**config.mk**
```make
export PLATFORM = sky130hd
export DESIGN_NAME = sap_out_port_flat
export DESIGN_NICKNAME = d
export VERILOG_FILES = /design/src/rtl/sap_out_port_if.sv /design/src/rtl/sap_out_port.sv /design/src/flat_wrapper.sv
export SDC_FILE = /design/constraint.sdc
export NUM_CORES = 1
export LEC_CHECK = 0
export CAP_MARGIN = 10
export CORE_MARGIN = 8
export CORE_UTILIZATION = 52
export CTS_BUF_LIST = sky130_fd_sc_hd__clkbuf_8
export CTS_CLUSTER_DIAMETER = 200
export CTS_CLUSTER_SIZE = 14
export DETAILED_ROUTE_END_ITERATION = 16
export PLACE_DENSITY = 0.76
export SYNTH_ARGS = -nofsm -noshare
export SYNTH_HDL_FRONTEND = slang
export SYNTH_SLANG_ARGS = --single-unit
```
**constraint.sdc**
```tcl
create_clock -name clk -period 2 [get_ports clk]
set_input_delay 0.2 -clock clk [delete_from_list [all_inputs] [get_ports clk]]
set_output_delay 0.2 -clock clk [all_outputs]
set_load 0.01 [all_outputs]
```
**src/rtl/sap_out_port_if.sv**
```systemverilog
// sap_out_port_if: strobe/data/status bundle between the controller and the output port.
// Rev 1.0
`default_nettype none

interface sap_out_port_if #(
  parameter int WIDTH = 8,
  parameter int DEPTH = 4
);
  logic                     display;
  logic [WIDTH-1:0]         data_in;
  logic                     clr_ovf;
  logic [WIDTH-1:0]         out;
  logic [$clog2(DEPTH):0]   count;
  logic                     full;
  logic                     empty;
  logic                     overflow;
  logic                     busy;
  logic                     serial_out;
  logic                     serial_start;

  modport master (
    output display, data_in, clr_ovf,
    input  out, count, full, empty, overflow, busy, serial_out, serial_start
  );

  modport slave (
    input  display, data_in, clr_ovf,
    output out, count, full, empty, overflow, busy, serial_out, serial_start
  );
endinterface

`default_nettype wire

```
**src/rtl/sap_out_port.sv**
```systemverilog
// sap_out_port: parallel output latch plus FIFO-buffered MSB-first serializer with start marker.
// Rev 1.0
`default_nettype none

module sap_out_port #(
  parameter int WIDTH = 8,
  parameter int DEPTH = 4,
  parameter int DIV   = 2
) (
  input  wire logic        clk,
  input  wire logic        rst,
  sap_out_port_if.slave    bus
);
  localparam int PW = $clog2(DEPTH);
  localparam int CW = PW + 1;
  localparam int BW = (WIDTH > 1) ? $clog2(WIDTH) : 1;
  localparam int DW = (DIV > 1) ? $clog2(DIV) : 1;

  localparam logic [1:0] S_IDLE  = 2'd0;
  localparam logic [1:0] S_SHIFT = 2'd1;
  localparam logic [1:0] S_GAP   = 2'd2;

  logic [1:0]       r_state;
  logic [1:0]       w_next;
  logic [WIDTH-1:0] r_mem [DEPTH];
  logic [PW-1:0]    r_wptr;
  logic [PW-1:0]    r_rptr;
  logic [CW-1:0]    r_count;
  logic [WIDTH-1:0] r_out;
  logic             r_ovf;
  logic [WIDTH-1:0] r_shift;
  logic [BW-1:0]    r_bit;
  logic [DW-1:0]    r_div;
  logic             r_so;
  logic             r_start;

  logic             w_pop;
  logic             w_tick;
  logic             w_last;
  logic             w_busy;
  logic             w_full;
  logic             w_push;
  logic [WIDTH-1:0] w_head;

  assign w_full = (r_count == CW'(DEPTH));
  assign w_head = r_mem[r_rptr];
  // A full FIFO still accepts a word when the serializer frees a slot on the same edge.
  assign w_push = bus.display && (!w_full || w_pop);

  always_ff @(posedge clk or posedge rst) begin
    if (rst) r_state <= S_IDLE;
    else     r_state <= w_next;
  end

  always_comb begin
    w_next = r_state;
    case (r_state)
      S_IDLE:  if (r_count != '0) w_next = S_SHIFT;
      S_SHIFT: if (w_tick && w_last) w_next = S_GAP;
      S_GAP:   w_next = S_IDLE;
      default: w_next = S_IDLE;
    endcase
  end

  always_comb begin
    w_pop  = (r_state == S_IDLE) && (r_count != '0);
    w_tick = (r_state == S_SHIFT) && (r_div == DW'(DIV - 1));
    w_last = (r_bit == BW'(WIDTH - 1));
    w_busy = (r_state != S_IDLE);
  end

  always_ff @(posedge clk) begin
    if (w_push) r_mem[r_wptr] <= bus.data_in;
  end

  always_ff @(posedge clk or posedge rst) begin
    if (rst) begin
      r_out   <= '0;
      r_wptr  <= '0;
      r_rptr  <= '0;
      r_count <= '0;
      r_ovf   <= 1'b0;
    end else begin
      if (bus.display) r_out <= bus.data_in;
      if (w_push) r_wptr <= r_wptr + PW'(1);
      if (w_pop)  r_rptr <= r_rptr + PW'(1);
      case ({w_push, w_pop})
        2'b10:   r_count <= r_count + CW'(1);
        2'b01:   r_count <= r_count - CW'(1);
        default: r_count <= r_count;
      endcase
      if (bus.display && !w_push) r_ovf <= 1'b1;
      else if (bus.clr_ovf)       r_ovf <= 1'b0;
    end
  end

  // The head MSB goes straight to the line; the shifter keeps only the bits still to send.
  always_ff @(posedge clk or posedge rst) begin
    if (rst) begin
      r_shift <= '0;
      r_bit   <= '0;
      r_div   <= '0;
      r_so    <= 1'b0;
      r_start <= 1'b0;
    end else if (w_pop) begin
      r_shift <= {w_head[WIDTH-2:0], 1'b0};
      r_so    <= w_head[WIDTH-1];
      r_start <= 1'b1;
      r_bit   <= '0;
      r_div   <= '0;
    end else if (r_state == S_SHIFT) begin
      r_start <= 1'b0;
      if (w_tick) begin
        r_div <= '0;
        if (w_last) begin
          r_so <= 1'b0;
        end else begin
          r_so    <= r_shift[WIDTH-1];
          r_shift <= {r_shift[WIDTH-2:0], 1'b0};
          r_bit   <= r_bit + BW'(1);
        end
      end else begin
        r_div <= r_div + DW'(1);
      end
    end
  end

  assign bus.out          = r_out;
  assign bus.count        = r_count;
  assign bus.full         = w_full;
  assign bus.empty        = (r_count == '0);
  assign bus.overflow     = r_ovf;
  assign bus.busy         = w_busy;
  assign bus.serial_out   = r_so;
  assign bus.serial_start = r_start;
endmodule

`default_nettype wire

```
**src/flat_wrapper.sv**
```systemverilog
// flat-port wrapper written by rule: the top's interface ports become plain ports
module sap_out_port_flat 
#(
  parameter int WIDTH = 8,
  parameter int DEPTH = 4,
  parameter int DIV   = 2
)
  (clk, rst, bus_display, bus_data_in, bus_clr_ovf, bus_out, bus_count, bus_full, bus_empty, bus_overflow, bus_busy, bus_serial_out, bus_serial_start);
  sap_out_port_if #(.WIDTH(WIDTH), .DEPTH(DEPTH)) bus_i ();
  input  wire logic clk;
  input  wire logic rst;
  input wire logic [$bits(bus_i.display)-1:0] bus_display;
  input wire logic [$bits(bus_i.data_in)-1:0] bus_data_in;
  input wire logic [$bits(bus_i.clr_ovf)-1:0] bus_clr_ovf;
  output wire logic [$bits(bus_i.out)-1:0] bus_out;
  output wire logic [$bits(bus_i.count)-1:0] bus_count;
  output wire logic [$bits(bus_i.full)-1:0] bus_full;
  output wire logic [$bits(bus_i.empty)-1:0] bus_empty;
  output wire logic [$bits(bus_i.overflow)-1:0] bus_overflow;
  output wire logic [$bits(bus_i.busy)-1:0] bus_busy;
  output wire logic [$bits(bus_i.serial_out)-1:0] bus_serial_out;
  output wire logic [$bits(bus_i.serial_start)-1:0] bus_serial_start;
  assign bus_i.display = bus_display;
  assign bus_i.data_in = bus_data_in;
  assign bus_i.clr_ovf = bus_clr_ovf;
  assign bus_out = bus_i.out;
  assign bus_count = bus_i.count;
  assign bus_full = bus_i.full;
  assign bus_empty = bus_i.empty;
  assign bus_overflow = bus_i.overflow;
  assign bus_busy = bus_i.busy;
  assign bus_serial_out = bus_i.serial_out;
  assign bus_serial_start = bus_i.serial_start;
  sap_out_port #(.WIDTH(WIDTH), .DEPTH(DEPTH), .DIV(DIV)) u_core (.clk(clk), .rst(rst), .bus(bus_i));
endmodule
```
=== Word-level counts from Yosys, hierarchy flattened ===
Memories as Yosys holds them, arrays and structs flattened.
Index checks and enable logic that the tools add are counted.

* RAM bits: 32
* Bits of input ports: 12
* Output and inout bits: 17
* Memories: 1
* Logic and storage cells: 70
* Register bits: 32

* Multiplexer cells: 25
* Reductions and logical operators: 19
* $add $sub $neg: 6
* Equal/unequal tests: 8

{| class="wikitable"
|+ Memory list
! name !! depth !! width !! rd ports !! clocked after memory_dff !! write ports !! line !! text
|-
| u_core.r_mem || 4 || 8 || 1 || 0 || 1 || sap_out_port.sv:25 || <nowiki>logic [WIDTH-1:0] r_mem [DEPTH];</nowiki>
|}

{| class="wikitable"
|+ Operator list
! kind !! count
|-
| $mux 8 || 4
|-
| $mux 1 || 13
|-
| $mux 3 || 4
|-
| $reduce_bool 2->1 || 5
|-
| $add 3x1->3 const B || 2
|-
| $eq 3x3->1 const B || 2
|-
| $pmux 3 s2 || 1
|-
| $logic_and 1x1->1 || 5
|-
| $add 2x1->2 const B || 2
|-
| $eq 2x1->1 const B || 2
|-
| $mux 2 || 2
|-
| $ne 2x1->1 const B || 2
|-
| $pmux 2 s2 || 1
|-
| $reduce_and 2->1 || 2
|-
| $logic_not 3->1 || 1
|-
| $reduce_and 3->1 || 1
|-
| $reduce_bool 3->1 || 1
|-
| $sub 3x1->3 const B || 1
|-
| $eq 2x2->1 const B || 1
|-
| $logic_not 1->1 || 2
|-
| $logic_not 2->1 || 1
|-
| $ne 2x2->1 const B || 1
|-
| $add 1x1->1 const B || 1
|-
| $logic_or 1x1->1 || 1
|}

=== Logic depth before layout (Yosys ltp) ===
Gate-level depths: netlist (run 1).

* Word-level depth: 7
* Gate-level depth with buffers: 9
* Depth with buffers taken out: 9

=== Worst setup path after synthesis (run 1) ===
OpenSTA, ideal clock, no wires.

* Path type: register -> register
* Start: register u_core.r_count[0] (netlist: u_core.bus.count[0])
* End: register u_core.r_count[2] (netlist: u_core.bus.count[2])
* Path buffers: 0
* Library setup time: 0.079 ns
* Data required time: 1.921 ns
* Data arrival time: 2.090 ns
* Cell stages (with the launch flop): 10
* Clock period less this slack: 2.169 ns
* Slack: -0.169 ns
* Cells stage by stage: dfrtp_1 -> or3b_1 -> o21a_1 -> inv_1 -> ha_1 -> inv_1 -> fa_1 -> xor2_1 -> nor2_1 -> xor2_1

* Word-level cells in the longest chain between the ends: 6
* Elaborated cells between the ends (all ways): 12
* Classes of those cells: 2 x add/sub; 3 x eq/ne; 1 x mux; 6 x reduce/logical

{| class="wikitable"
|+ Ends and longest elaborated chain
! item !! line !! text
|-
| start: declaration || sap_out_port.sv:28 || <nowiki>logic [CW-1:0] r_count;</nowiki>
|-
| start signal: assignment || sap_out_port.sv:88 || <nowiki>2'b10: r_count <= r_count + CW'(1);</nowiki>
|-
| start signal: assignment || sap_out_port.sv:89 || <nowiki>2'b01: r_count <= r_count - CW'(1);</nowiki>
|-
| start signal: assignment || sap_out_port.sv:90 || <nowiki>default: r_count <= r_count;</nowiki>
|-
| $eq 3x3->1 or $reduce_bool 3->1 (tied branches) || sap_out_port.sv:45, sap_out_port.sv:66 ||
|-
| $logic_not 1->1 or $logic_and 1x1->1 (tied branches) || sap_out_port.sv:48, sap_out_port.sv:66 ||
|-
| $logic_or 1x1->1 || sap_out_port.sv:48 || <nowiki>assign w_push = bus.display && (!w_full || w_pop);</nowiki>
|-
| $logic_and 1x1->1 || sap_out_port.sv:48 ||
|-
| $eq 2x1->1 or $eq 2x2->1 (tied branches) || sap_out_port.sv:87 || <nowiki>case ({w_push, w_pop})</nowiki>
|-
| $pmux 3 s2 or $reduce_bool 2->1 (tied branches) || -- ||
|}

Parallel ways exist; a longest one is shown, timed or not.
A chain may end at the register's enable or synchronous reset.

=== Worst setup path in the final report (run 1) ===
* Start: register u_core.r_count[1] (netlist: u_core.bus.count[1])
* End: register u_core.r_count[2] (netlist: u_core.bus.count[2])

Same word-level chain as after synthesis.

==> results of run 1 <==
[cells by family (layout without fill, tap and decap cells)]
logic type	count (synthesis)	in the layout	share of synthesized area, %
xor gates and xnor gates	6	6	2.015
and+or+nand+nor	28	28	6.331
DFF	63	63	66.57
buffers and inverters	18	69	2.973
AOI/OAI and AO/OA	20	20	6.091
adders and majority gates	8	8	4.125
muxes	19	19	11.89
[area by class of cell]
| type | instances | area, sq um |
|---|---|---|
| Fill cell | 324 | 1574 |
| Sequential cell | 63 | 1738 |
| Clock buffer | 9 | 123.9 |
| Timing Repair Buffer | 41 | 379.1 |
| Clock inverter | 7 | 32.53 |
| Multi-Input combinational cell | 81 | 809.5 |
| Tap cell | 67 | 83.83 |
| Inverter | 12 | 45.04 |
[through the flow]
stage | hold WS (ns) | std cells | total power (uW)
floorplan | 0.2989 | 162 | 2892
global placement | 0.4766 | 263 | 3366
detailed placement | 0.4840 | 263 | 3458
CTS | 0.2597 | 279 | 4353
global route | 0.2780 | 280 | 4600
finish | 0.2610 | 280 | 4324
[timing repair]
item / CTS / global route
pin swaps: 2 / 0
buffers inserted: 0 / 1
endpoints found under the setup margin: 3 / 5
gates cloned: 0 / 0
gates resized for setup: 3 / 4
[per-layer routing]
layer	track usage, %	part of all wire (%)
met3	4.159	3.7
met4	7.981	1.0
met2	22.97	52
met5	0	0
met1	15.45	43
[state kept, by name, summed over array words and instances, names as in the netlist, 2 cells and up]
signal	flops
u_core.r_mem	32
u_core.r_rptr	2
u_core.bus.count	3
u_core.r_shift	7
u_core.r_wptr	2
u_core.r_state	2
u_core.bus.out	8
u_core.r_bit	3
[worst register-to-register path, stage by stage, from the launching register on]
cell	delay, ns
dfrtp_1	0.39
or3b_4	0.41
o21a_1	0.20
inv_1	0.06
ha_2	0.18
inv_2	0.04
fa_2	0.33
xor2_1	0.14
nor2_1	0.11
xor2_1	0.16
[Yosys cell counts]
cell      instances
a32o_1            1
or3b_1            1
o221ai_1          1
nor2_1            4
and3_1            6
buf_6             1
or3_1             1
a21oi_4           1
nor4_1            1
a311oi_1          1
buf_2             2
nand2_1           4
xnor2_1           3
mux2i_1           1
nand3b_1          1
xor2_1            3
a221o_1           6
nor3_2            1
and4bb_2          1
mux4_2            6
o21ai_0           8
nand3_1           3
clkbuf_1          3
edfxtp_1         32
ha_1              7
nand2b_1          1
mux2_1            1
o21a_1            2
inv_1            12
mux2_2            9
fa_1              1
mux4_1            2
dfrtp_1          31
and2_1            4
[power breakdown]
group	internal (uW)	switching, uW
sequential	1730	238
combinational	791	697
clock	428	445
[how the worst max path moves through the flow]
stage,end,slack [ns],depth (start not counted)
5_1_grt,u_core.bus.count[2]$_DFFE_PP0P_,-0.18,9
6_report,u_core.bus.count[2]$_DFFE_PP0P_,-0.08,9
4_1_cts,u_core.bus.count[2]$_DFFE_PP0P_,-0.09,9
2_1_floorplan,u_core.bus.count[2]$_DFFE_PP0P_,-0.12,9
3_3_place_gp,u_core.bus.count[2]$_DFFE_PP0P_,0.02,9
3_5_place_dp,u_core.bus.count[2]$_DFFE_PP0P_,-0.08,9
==> metrics.md, run 1 <==
| Metric | Value |
|---|---|
| Min Tclk post-route | `2.077 ns` |
| Vias in the first global route | `1,588` |
| Yosys cell types | `34` |
| Critical path, cell by cell | `or3b_4 > o21a_1 > inv_1 > ha_2 > inv_2 > fa_2 > xor2_1 > nor2_1 > xor2_1` |
| Worst Skew | `about 0.0052 ns` |
| Failing checks | `negative setup slack` |
| Largest net degree at the start of global routing | `32` |
| Mapped Area | `2609 sq um` |
| Critical path class | `register to register` |
| Post-synth top area share | `36.83%` |
| Final instance area | `3212 sq um` |
| CP Launch Type | `register` |
| YS warnings | `0` |
| Die span in x | `~87 um` |
| Max incr delay on CP | `0.41 ns` |
| CP arrival | `between 2 and 2.5 ns` |
| Placed cell area | `3037 sq um` |
| Post-synth top area cell | `edfxtp_1` |
| Pre-Repair DR Iteration Count | `4` |
| Slowest CP cell | `or3b_4` |
| GR Overflow Total | `0` |
| Worst reg2reg setup slack | `-0.08 ns` |
| Ant. Diodes | `0` |
| LEAKAGE | `0.001333 uW` |
| Most common cell after layout, fill and taps aside | `edfxtp_1` |
| Worst vdd ir | `0.0006441 V` |
| Core area | `4786 sq um` |
| Worst min path class | `input port to asynchronous set/reset pin` |
| Max Root-Sink Buffers | `2` |
| Most common cell on crit path | `xor2_1` |
| Die ar. | `7539 sq um` |
| First-pass GRT wire length | `7803 um` |
| Area Overhead vs Synth | `23.12%` |
| DRT Wirelength | `4783 um` |
| Slew headroom | `between 60% and 70%` |
| Buf+Inv Stages, Crit Path | `2` |
| Final Util | `67.11%` |
| Worst Path Max Fanout | `2` |
| Final GP Congestion | `between 0.8 and 0.9` |
| Antenna violations before repair | `0` |
| Vias | `1,503` |
| Fmax | `481.6 MHz` |
| Worst endpoint required time | `roughly 2.3 ns` |
| Syn Nets | `182` |
| Clock Latency Late Sink | `roughly 0.33 ns` |
| Chip height | `a little under 90 um` |
| Detailed router's first-iteration violation count | `roughly 80` |
| Root Driver | `clkbuf_8` |
| Clock sinks | `between 60 and 70` |
| Number of max-cap violations | `0` |
| #FFs+latches synth | `63` |
| Unrepaired setup endpoints after global routing | `yes` |
| Final #Nets | `228` |
| Num rows | `25` |
| Share of cells above drive strength 1 | `24.88%` |
| R2R cell count | `9` |
| H-tree depth | `3` |
| Hold Violations, Final | `0` |
| Setup slack after layout | `-0.07661 ns` |
| Worst setup EP type | `register` |
| Worst Max-Slew Pin Slew | `0.5543 ns` |
| Ranking of synthesized cells by area | `edfxtp_1 37%, dfrtp_1 30%, mux4_2 5.2%` |
| Status | `complete, but fails checks` |
| Setup violations, final | `1` |
| CTS Hold Bufs | `0` |
| CTS clk-pin slew, worst paths | `0.07 ns` |
| Setup TNS | `-0.07661 ns` |
| Placement Setup Slack | `-0.07529 ns` |
| Seq/Total Area, Yosys | `66.57%` |
| Mean Syn Cell Area | `16.10 sq um` |
| Count of final max-slew check failures | `0` |
| Initial Util | `54.51%` |
| Routed vias/inst | `5.368` |
| GRT Total Usage | `13.85%` |
| Reg-to-Reg End | `u_core.bus.count[2]$_DFFE_PP0P_` |
| Synth Instances | `162` |
| Post-DP HPWL | `3348 um` |
| Antenna Nets Post-Route | `0` |
| Setup crit start | `u_core.bus.count[1]$_DFFE_PP0P_` |
| PortBufs | `28` |
| Leading cell types in the layout, fill and taps excluded | `32 x edfxtp_1, 30 x dfrtp_1, 26 x clkdlybuf4s50_1, 13 x buf_4, 12 x inv_1` |
| IO Count | `29` |
| Period Utilization, post-route | `103.8%` |
| FF-to-FF Start | `u_core.bus.count[1]$_DFFE_PP0P_` |
| CTS Buf Count | `9` |
| Wire length per cell | `~17 um` |
| Cell Pwr Density | `1346 nW/um^2` |
| DRC | `0` |
| Kind of cell adding the most delay to the critical path | `simple AND/OR/NAND/NOR gates` |
| CTS tree | `built` |
Power figures use the tool's default switching activity.
==> run 2: changes to the inputs <==
--- a/config.mk
+++ b/config.mk
@@ -7,12 +7,12 @@
 export LEC_CHECK = 0
 export CAP_MARGIN = 10
 export CORE_MARGIN = 8
-export CORE_UTILIZATION = 52
+export CORE_UTILIZATION = 25
 export CTS_BUF_LIST = sky130_fd_sc_hd__clkbuf_8
 export CTS_CLUSTER_DIAMETER = 200
 export CTS_CLUSTER_SIZE = 14
 export DETAILED_ROUTE_END_ITERATION = 16
-export PLACE_DENSITY = 0.76
+export PLACE_DENSITY = 0.41
 export SYNTH_ARGS = -nofsm -noshare
 export SYNTH_HDL_FRONTEND = slang
 export SYNTH_SLANG_ARGS = --single-unit
==> metrics.md, run 2 (same netlist as run 1, synthesis figures left out) <==
| Metric | Value |
|---|---|
| Status | `complete, but fails checks` |
| Failing checks | `negative setup slack` |
| DRC | `0 (unchanged)` |
| Vias | `1,456 (-3.1%)` |
| Pre-Repair DR Iteration Count | `4 (unchanged)` |
| Switching Share | `30.57% (-1.3 points)` |
| GRT Total Usage | `8.108% (-5.7 points)` |
| Wire length per cell | `15.06 um (-12%)` |
| PortBufs | `28 (unchanged)` |
| Die ar. | `13,960 sq um (+85%)` |
| LEAKAGE | `0.001363 uW (+2.2%)` |
| Internal power | `3310 uW (+12%)` |
| Setup slack after layout | `-0.02242 ns (+0.05420 ns)` |
| Crit path capture | `u_core.bus.count[2]$_DFFE_PP0P_` |
| Cell Pwr Density | `1395 nW/um^2 (+3.6%)` |
| R2R cell count | `9 (unchanged)` |
| Fmax | `494.5 MHz (+2.7%)` |
| Ant. Diodes | `0 (unchanged)` |
| Worst Skew | `0.01051 ns (+0.005351 ns)` |
| Worst vdd ir | `0.0003899 V (-39%)` |
| Unrepaired setup endpoints after global routing | `yes` |
| Share of cells above drive strength 1 | `27.19% (+2.3 points)` |
| Root Driver | `clkbuf_8` |
| First-pass GRT wire length | `8804 um (+13%)` |
| Setup crit start | `u_core.bus.count[0]$_DFFE_PP0P_` |
| Share of total power in the clock network | `25.9% (+5.7 points)` |
| Biggest register | `u_core.r_mem` |
| Max reg flops | `32 (unchanged)` |
| Die span in x | `118.2 um (+36%)` |
| Worst endpoint required time | `2.26 ns (about the same)` |
| Antenna Nets Post-Route | `0 (unchanged)` |
| # fillers | `1,021 (+220%)` |
| Post-DP HPWL | `3732 um (+11%)` |
| Vias in the first global route | `1,618 (+1.9%)` |
| Setup violations, final | `1 (unchanged)` |
| IO Count | `29 (unchanged)` |
| Min Tclk post-route | `2.022 ns (-0.05420 ns)` |
| Worst Max-Slew Pin Slew | `0.4683 ns (-0.08603 ns)` |
| Detailed router's first-iteration violation count | `69 (-16%)` |
| Combinational power share | `34.0% (-0.4 points)` |
| CTS tree | `built` |
| Worst Path Max Fanout | `2 (unchanged)` |
| CTS Buf Count | `9 (unchanged)` |
| H-tree depth | `3 (unchanged)` |
| Worst setup EP type | `register` |
| Number of max-cap violations | `0 (unchanged)` |
| Reg-to-Reg End | `u_core.bus.count[2]$_DFFE_PP0P_` |
| Sequential share of power | `40.1% (-5.3 points)` |
| DRT Wirelength | `5316 um (+11%)` |
| CTS Hold Bufs | `0 (unchanged)` |
| Final instance area | `3417 sq um (+6.4%)` |
| Leading cell types in the layout, fill and taps excluded | `32 x edfxtp_1, 30 x dfrtp_1, 26 x clkdlybuf4s50_1, 15 x buf_4` |
| CP arrival | `2.28 ns (-0.04 ns)` |
| Final GP Congestion | `0.6737 (-22%)` |
| Final #Nets | `232 (+1.8%)` |
| Clock Latency Late Sink | `0.34 ns (about the same)` |
| GR Overflow Total | `0 (unchanged)` |
| Initial Util | `25.50% (-29 points)` |
| Chip height | `118.2 um (+36%)` |
| Switch Pwr | `1457 uW (+5.6%)` |
| Largest net degree at the start of global routing | `26 (-19%)` |
| Critical path class | `register to register` |
| Worst reg2reg setup slack | `-0.02 ns (+0.05 ns)` |
| Area Overhead vs Synth | `30.98%` |
| CP Launch Type | `register` |
| Routed vias/inst | `4.125 (-23%)` |
| Num rows | `37 (+48%)` |
| CTS clk-pin slew, worst paths | `0.08 ns (about the same)` |
| Total area of sequential cells | `1738 sq um (unchanged)` |
| Count of final max-slew check failures | `0 (unchanged)` |
| Core area | `10,230 sq um (+110%)` |
| Period Utilization, post-route | `101.1% (-2.7 points)` |
| Placed cell area | `3178 sq um (+4.7%)` |
| Max Root-Sink Buffers | `2 (unchanged)` |
| Worst hold margin | `0.1227 ns (-0.1383 ns)` |
| Clock sinks | `63 (unchanged)` |
| Placement Setup Slack | `-0.05995 ns (+0.01533 ns)` |
| Antenna violations before repair | `0 (unchanged)` |
| Worst min path class | `input port to asynchronous set/reset pin` |
| Slew headroom | `68.78% (+5.7 points)` |
| Hold Violations, Final | `0 (unchanged)` |
| FF-to-FF Start | `u_core.bus.count[0]$_DFFE_PP0P_` |
| Multi-input logic area | `814.5 sq um (+0.62%)` |
| Most common cell after layout, fill and taps aside | `edfxtp_1` |
[run 2: cell types whose count changed in the layout (fill, tap and decap cells not counted), moves of 2 or more]
cell	delta
buf_4	+2
buf_12	+2
bufinv_16	+2
clkinv_2	-4
inv_1	-2
[run 2: cell type report]
class,instances,share of cell area [%]
multi-input cells,81,23.84
flip-flops and latches,63,50.86
clock inverters,6,2.490
repair buffers,45,12.49
well taps,136,4.980
clock buffers,10,4.028
inverters,12,1.318
[run 2: what timing repair did]
action / in CTS / in global routing
gates resized for setup: 4 / 6
setup buffers: 0 / 1
pin swaps: 1 / 3
endpoints found under the setup margin: 3 / 4
[run 2: power groups by stage]
stage / Clock [uW] / Combinational (uW) / Sequential (uW)
4_1_cts: 1270 / 1650 / 1910
2_1_floorplan: 0 / 972 / 1920
5_1_grt: 1330 / 1790 / 1950
6_report: 1240 / 1620 / 1910
3_5_place_dp: 0 / 1650 / 1940
3_3_place_gp: 0 / 1640 / 1940
[run 2: worst min path at each step]
stage / startpoint / end / slack [ns] / depth (start not counted)
CTS: rst / u_core.bus.out[1]$_DFFE_PP0P_ / 0.13 / 2
global route: rst / u_core.bus.out[1]$_DFFE_PP0P_ / 0.14 / 2
global placement: u_core.bus.serial_start$_DFFE_PP0P_ / u_core.bus.serial_start$_DFFE_PP0P_ / 0.47 / 1
detailed placement: u_core.bus.serial_start$_DFFE_PP0P_ / u_core.bus.serial_start$_DFFE_PP0P_ / 0.49 / 1
finish: rst / u_core.bus.out[1]$_DFFE_PP0P_ / 0.12 / 2
floorplan: rst / u_core.bus.count[1]$_DFFE_PP0P_ / 0.30 / 1
[run 2: layer usage]
metal / routed length, um / up-vias / GRT usage, % / share of wire, %
li1: - / 703 / - / -
met1: 2507 / 718 / 9.935 / 47
met2: 2526 / 29 / 12.54 / 48
met3: 220 / 6 / 3.427 / 4.1
met4: 61 / 0 / 2.882 / 1.1
met5: 0 / - / 0 / 0
[run 2: per-stage QoR]
stage	utilization (%)	std cells	setup TNS (ns)	total power, uW
3_3_place_gp	31.06	336	-0.02663	3577
4_1_cts	33.24	352	-0.05644	4835
3_5_place_dp	31.06	336	-0.05995	3590
5_1_grt	33.40	353	-0.08274	5071
2_1_floorplan	-	162	-0.1330	2892
6_report	33.40	353	-0.02242	4767
[run 2: worst max-delay path, cell delays in order (launching register included)]
cell	delay, ns
dfrtp_2	0.40
or3b_4	0.37
o21a_1	0.21
inv_2	0.07
ha_4	0.13
inv_2	0.03
fa_2	0.32
xor2_1	0.15
nor2_1	0.13
xor2_1	0.14
